File: config.mk
export PLATFORM = sky130hd
export DESIGN_NAME = egress_rr_scheduler
export DESIGN_NICKNAME = d
export VERILOG_FILES = /design/src/rtl/egress_rr_scheduler.sv
export SDC_FILE = /design/constraint.sdc
export NUM_CORES = 1
export LEC_CHECK = 0
export ABC_AREA = 1
export ABC_CLOCK_PERIOD_IN_PS = 3600
export CAP_MARGIN = 5
export CORE_UTILIZATION = 40
export CTS_BUF_LIST = sky130_fd_sc_hd__clkbuf_4
export CTS_CLUSTER_SIZE = 12
export DETAILED_ROUTE_END_ITERATION = 8
export PLACE_DENSITY = 0.86
export SETUP_SLACK_MARGIN = 0.5
export SYNTH_ARGS = -nofsm -noshare
export SYNTH_HDL_FRONTEND = slang
export SYNTH_SLANG_ARGS = --single-unit
File: constraint.sdc
create_clock -name clk -period 3.6 [get_ports clk]
set_clock_uncertainty 0.2 [all_clocks]
set_input_delay 0.72 -clock clk [delete_from_list [all_inputs] [get_ports clk]]
set_output_delay 0.72 -clock clk [all_outputs]
set_load 0.01 [all_outputs]
File: src/rtl/egress_rr_scheduler.sv
// Per-egress-port round-robin scheduler: picks one ingress requester whose
//   head packet targets PORT_ID, then moves exactly XFER_WORDS words from it
//   into the egress buffer, then holds an idle gap of GAP_CYCLES cycles.
// Latency: grant one cycle after the IDLE decision; first write one cycle after grant.
// Backpressure: egress_full only blocks new grants; a started transfer never stalls.
//
// Ports:
//   clk, reset        clock, synchronous active-high reset
//   req[i]            requester i has a head packet; its current word is on data_in slice i
//   req_dest[2i+1:2i] destination port of requester i's head packet
//   data_in           NUM_PORTS words of DATA_WIDTH, slice i = requester i
//   egress_full       egress buffer full, suppresses new grants
//   grant             registered one-hot, high for the whole transfer
//   word_ack          combinational pop to the current requester during XFER
//   write_en/data_out registered write port into the egress buffer
//   pkt_done          pulse coincident with the last write of a packet
//   cur_src           index of the current or most recent granted requester
//   pkt_count         packets completed since reset, wrapping 16-bit count

module egress_rr_scheduler #(
  parameter int NUM_PORTS  = 4,
  parameter int PORT_ID    = 0,
  parameter int DATA_WIDTH = 32,
  parameter int XFER_WORDS = 6,
  parameter int GAP_CYCLES = 8
) (
  input  logic                             clk,
  input  logic                             reset,
  input  logic [NUM_PORTS-1:0]             req,
  input  logic [2*NUM_PORTS-1:0]           req_dest,
  input  logic [DATA_WIDTH*NUM_PORTS-1:0]  data_in,
  input  logic                             egress_full,
  output logic [NUM_PORTS-1:0]             grant,
  output logic [NUM_PORTS-1:0]             word_ack,
  output logic                             write_en,
  output logic [DATA_WIDTH-1:0]            data_out,
  output logic                             pkt_done,
  output logic [1:0]                       cur_src,
  output logic [15:0]                      pkt_count
);

  localparam int WCW = (XFER_WORDS > 1) ? $clog2(XFER_WORDS) : 1;
  localparam int GCW = (GAP_CYCLES > 1) ? $clog2(GAP_CYCLES) : 1;

  localparam logic [WCW-1:0] WORD_LAST = WCW'(XFER_WORDS - 1);
  localparam logic [GCW-1:0] GAP_LAST  = GCW'(GAP_CYCLES - 1);
  localparam logic [1:0]     PORT_SEL  = 2'(PORT_ID);
  // Reset value of last_grant makes requester 0 the first in line.
  localparam logic [1:0]     LAST_INIT = 2'(NUM_PORTS - 1);

  typedef enum logic [1:0] {
    ST_IDLE = 2'd0,
    ST_XFER = 2'd1,
    ST_GAP  = 2'd2
  } state_t;

  state_t                  state_q, state_d;
  logic [WCW-1:0]          word_cnt_q, word_cnt_d;
  logic [GCW-1:0]          gap_cnt_q, gap_cnt_d;
  logic [1:0]              last_grant_q, last_grant_d;
  logic [NUM_PORTS-1:0]    grant_q, grant_d;
  logic [1:0]              cur_src_q, cur_src_d;
  logic                    write_en_q, write_en_d;
  logic [DATA_WIDTH-1:0]   data_out_q, data_out_d;
  logic                    pkt_done_q, pkt_done_d;
  logic [15:0]             pkt_count_q, pkt_count_d;

  // Eligibility padded to 4 bits so a 2-bit index is always in range.
  logic [3:0]              elig;
  logic [1:0]              cand;
  logic                    pick_vld;
  logic [1:0]              pick_idx;
  logic [DATA_WIDTH-1:0]   sel_word;

  always_comb begin
    elig = '0;
    for (int i = 0; i < NUM_PORTS; i++) begin
      elig[i] = req[i] && (req_dest[2*i +: 2] == PORT_SEL);
    end
  end

  // Search starts just after the last winner, so the winner drops to the
  // lowest priority for the next decision.
  always_comb begin
    pick_vld = 1'b0;
    pick_idx = '0;
    cand     = '0;
    for (int k = 1; k <= NUM_PORTS; k++) begin
      cand = 2'((int'(last_grant_q) + k) % NUM_PORTS);
      if (!pick_vld && elig[cand]) begin
        pick_vld = 1'b1;
        pick_idx = cand;
      end
    end
  end

  always_comb begin
    sel_word = '0;
    for (int i = 0; i < NUM_PORTS; i++) begin
      if (cur_src_q == 2'(i)) begin
        sel_word = data_in[DATA_WIDTH*i +: DATA_WIDTH];
      end
    end
  end

  // Pop is tied to the state, not to req: once a transfer starts the
  // requester is drained for XFER_WORDS words regardless of its inputs.
  always_comb begin
    word_ack = '0;
    if (state_q == ST_XFER) begin
      for (int i = 0; i < NUM_PORTS; i++) begin
        if (cur_src_q == 2'(i)) begin
          word_ack[i] = 1'b1;
        end
      end
    end
  end

  always_comb begin
    state_d      = state_q;
    word_cnt_d   = word_cnt_q;
    gap_cnt_d    = gap_cnt_q;
    last_grant_d = last_grant_q;
    grant_d      = grant_q;
    cur_src_d    = cur_src_q;
    write_en_d   = 1'b0;
    data_out_d   = data_out_q;
    pkt_done_d   = 1'b0;
    pkt_count_d  = pkt_count_q;

    case (state_q)
      ST_IDLE: begin
        if (pick_vld && !egress_full) begin
          grant_d      = '0;
          for (int i = 0; i < NUM_PORTS; i++) begin
            if (pick_idx == 2'(i)) begin
              grant_d[i] = 1'b1;
            end
          end
          cur_src_d    = pick_idx;
          last_grant_d = pick_idx;
          word_cnt_d   = '0;
          state_d      = ST_XFER;
        end
      end

      ST_XFER: begin
        data_out_d = sel_word;
        write_en_d = 1'b1;
        word_cnt_d = word_cnt_q + 1'b1;
        if (word_cnt_q == WORD_LAST) begin
          pkt_done_d  = 1'b1;
          pkt_count_d = pkt_count_q + 16'd1;
          grant_d     = '0;
          gap_cnt_d   = '0;
          word_cnt_d  = '0;
          state_d     = ST_GAP;
        end
      end

      ST_GAP: begin
        // Gives the downstream metadata extractor time to commit the packet.
        if (gap_cnt_q == GAP_LAST) begin
          gap_cnt_d = '0;
          state_d   = ST_IDLE;
        end else begin
          gap_cnt_d = gap_cnt_q + 1'b1;
        end
      end

      default: begin
        grant_d = '0;
        state_d = ST_IDLE;
      end
    endcase
  end

  always_ff @(posedge clk) begin
    if (reset) begin
      state_q      <= ST_IDLE;
      word_cnt_q   <= '0;
      gap_cnt_q    <= '0;
      last_grant_q <= LAST_INIT;
      grant_q      <= '0;
      cur_src_q    <= '0;
      write_en_q   <= 1'b0;
      data_out_q   <= '0;
      pkt_done_q   <= 1'b0;
      pkt_count_q  <= '0;
    end else begin
      state_q      <= state_d;
      word_cnt_q   <= word_cnt_d;
      gap_cnt_q    <= gap_cnt_d;
      last_grant_q <= last_grant_d;
      grant_q      <= grant_d;
      cur_src_q    <= cur_src_d;
      write_en_q   <= write_en_d;
      data_out_q   <= data_out_d;
      pkt_done_q   <= pkt_done_d;
      pkt_count_q  <= pkt_count_d;
    end
  end

  assign grant     = grant_q;
  assign write_en  = write_en_q;
  assign data_out  = data_out_q;
  assign pkt_done  = pkt_done_q;
  assign cur_src   = cur_src_q;
  assign pkt_count = pkt_count_q;

endmodule

==> results.yml <==
outcome:
  status: "finished clean"
power:
  p_total_uw: 3090
  p_leak_uw: 0.00236
  power_density_nw_per_um2: 526
  max-vdd-ir-drop_uv: 248
min_path:
  holdPathStages: 2
  min_from: "gap_cnt_q[1]$_SDFFE_PP0P_"
  hold_class: "flip-flop to flip-flop"
  min_to: "gap_cnt_q[1]$_SDFFE_PP0P_"
floorplan:
  dieHeight_um: 96.7
  io_pins: 203
  core_region_area_um2: 8720
  die-width_um: 96.7
  start_util: 0.412
  std_cell_rows: 34
  die_area_um2: 9360
logic_synthesis:
  synth_compound_area_frac: 0.248
  synthSimpleGateAreaFrac: 0.274
  synth_top_cell_by_area: "dfxtp_1"
  synthAdderAreaFrac: 0.0105
  synth-xor-area-share: 0.00976
  synthesis.area_um2: 3590
  synthMuxAreaShare: 0
  ys_ff_latch: 66
  synthTopCellsByArea: "dfxtp_1 (37%), nand2_1 (11%), nor2_1 (6.3%)"
  synth.distinct_cells: 35
  synth_fp_nets: 661
  ys_seq_area_frac: 0.368
  syn_avg_cell_area_um2: 6.97
  synthCells: 515
  synth.top_cell.area_share: 0.368
  synth_top_family_by_area: "simple AND/OR/NAND/NOR gates"
  ys.warnings.count: 0
route:
  drc_errors: 0
  routedWlPerCell_um: 15.6
  ant_nets: 0
  wl_met3_um: 847
  met2_wirelength_um: 6560
  m1WireLength_um: 4700
  viasPerCell: 5.39
  drt_wl_total_um: 12700
  firstDrtPassIters: 5
  routed.top_layer: "met4"
  dr_total_vias: 4400
  drt_iter0_markers: 180
grt:
  grt_max_degree: 66
  grt_pass1_wl_um: 20300
  antenna_found_initial: 0
  grtUsageTotal: 0.269
  grt_pass1_vias: 4314
  gr-total-overflow: 0
clock_network:
  clock-sinks: 66
  clk_pin_slew_ps: 110
  cts_hold_buf: 0
  cts_setup_buffers: 0
  h-tree-depth: 3
  cts.repair.resized: 1
  cts_root_buf: "clkbuf_4"
  cts_tree: "done"
  cts_max_path_buffers: 2
  numCtsBuffers: 9
  insertion_delay_ps: 420
cells_and_area:
  syn2layout_area_growth_pct: 63.9
  antenna_cells: 0
  final_common_cell: "clkdlybuf4s50_1"
  final_cell_mix: "clkdlybuf4s50_1 (202), nand2_1 (107), dfxtp_1 (65)"
  final_nets: 850
  drive_gt1_frac: 0.0606
  post-route-util: 0.674
worst_setup_path:
  cp_num_buf_inv: 3
  crit_path_max_fanout: 22
  path_class: "flip-flop to output port"
  crit_chain: "inv_1, nand2_1, buf_4, nor2_1, clkdlybuf4s50_1"
  reg2reg_from: "last_grant_q[0]$_SDFFE_PP1P_"
  arrival_ps: 1960
  reg2reg_to: "cur_src[1]$_SDFFE_PP0P_"
  r2r.worst_path.cells: 10
  critPathRequiredTime_ps: 2680
  worst_setup_path_end_kind: "output port"
  worstSetupStartpointType: "flip-flop"
  worst-r2r-setup-slack_ps: 1440
  critPathSlowestCell: "dfxtp_2"
  cp_slowest_stage_delay_ps: 530
  crit_family: "buffers and inverters"
place:
  globalplace.congestion: 0.877
  dpl_worst_slack_ps: 944
  dp_hpwl_um: 9670
  port_buffers: 202
timing:
  drv_slew: 0
  min_period_ps: 2880
  period_share: 0.799
  fin_worst_hold_slack_ps: 273
  max_freq_mhz: 348
  tightestPinTransition_ps: 1000
  finalSetupViolations: 0
  grt_setup_unrepaired: "no"
  hold_violations: 0
  setup_tns_ps: 0
  max-slew-margin-rel: 0.330
  timing.final.ws_setup_ps: 723
run:
  cap_violations: 0
## registers in the layout (all words and copies together), names as in the netlist, 2 cells and up
name          cells
data_out         32
grant             4
word_cnt_q        3
gap_cnt_q         3
last_grant_q      2
cur_src           2
state_q           2
pkt_count        16
## worst max-delay path by stage
stage                             from                    endpoint  slack, ps  cells after the start
4_1_cts        cur_src[1]$_SDFFE_PP0P_                 word_ack[1]        710                      5
5_1_grt        cur_src[1]$_SDFFE_PP0P_                 word_ack[1]        620                      5
3_3_place_gp               req_dest[5]  word_cnt_q[2]$_SDFFE_PP0P_       1020                     10
6_report       cur_src[1]$_SDFFE_PP0P_                 word_ack[1]        720                      5
2_1_floorplan              req_dest[5]  word_cnt_q[2]$_SDFFE_PP0P_       1580                      9
3_5_place_dp               req_dest[5]       grant[2]$_SDFFE_PP0P_        940                     12
## cell type report
class                           instances  area, µm²
Clock buffer                            9       67.6
Clock inverter                          7        125
Fill cell                             704       2840
Inverter                               53        203
Multi-Input combinational cell        366       1950
Sequential cell                        66       1320
Tap cell                              108        135
Timing Repair Buffer                  208       2080
## cells by family (layout without fill, tap and decap cells)
| family | count (synthesis) | count (layout) |
|---|---|---|
| AOI/OAI and AO/OA | 138 | 138 |
| xor gates and xnor gates | 4 | 4 |
| adders and majority gates | 3 | 3 |
| buffers and inverters | 83 | 277 |
| DFF | 66 | 66 |
| and+or+nand+nor | 221 | 221 |
## report_power, final
part | leakage, µW | switching [µW] | total (µW) | internal, µW
Combinational | 0.00172 | 775 | 1430 | 657
Clock | 0.000101 | 298 | 657 | 358
Sequential | 0.000540 | 125 | 1000 | 878
Total | 0.00236 | 1200 | 3090 | 1890
## Yosys cell counts (all sizes together)
| master | number |
|---|---|
| nor3b | 2 |
| buf | 4 |
| clkbuf | 26 |
| nor2 | 62 |
| xnor2 | 1 |
| o21ai | 45 |
| o21a | 3 |
| a21oi | 24 |
| a221oi | 21 |
| o221ai | 11 |
| inv | 52 |
| nor3 | 7 |
| o211ai | 1 |
| dfxtp | 66 |
| a41oi | 11 |
| nand4 | 6 |
| clkinv | 1 |
| nand3 | 32 |
| a31oi | 22 |
| ha | 3 |
| nand2 | 112 |
| xor2 | 3 |
## routing by layer
| layer | GRT usage | up-vias |
|---|---|---|
| li1 | - | 2168 |
| met1 | 0.285 | 1993 |
| met2 | 0.483 | 193 |
| met3 | 0.0672 | 46 |
| met4 | 0.150 | 0 |
| met5 | 0 | - |
## worst min-delay path, delay by kind of cell, from the launching register on
family	cells	cell delay, ps
AO/OA/AOI/OAI	1	50
flip-flops	1	330
AND/OR/NAND/NOR	1	60
## metrics by stage
| stage | area (µm²) | std cells |
|---|---|---|
| floorplan | 3590 | 515 |
| global placement | 5690 | 801 |
| detailed placement | 5690 | 801 |
| CTS | 5880 | 817 |
| global route | 5880 | 817 |
| finish | 5880 | 817 |
Note: power is estimated with default switching activity, not from simulation.
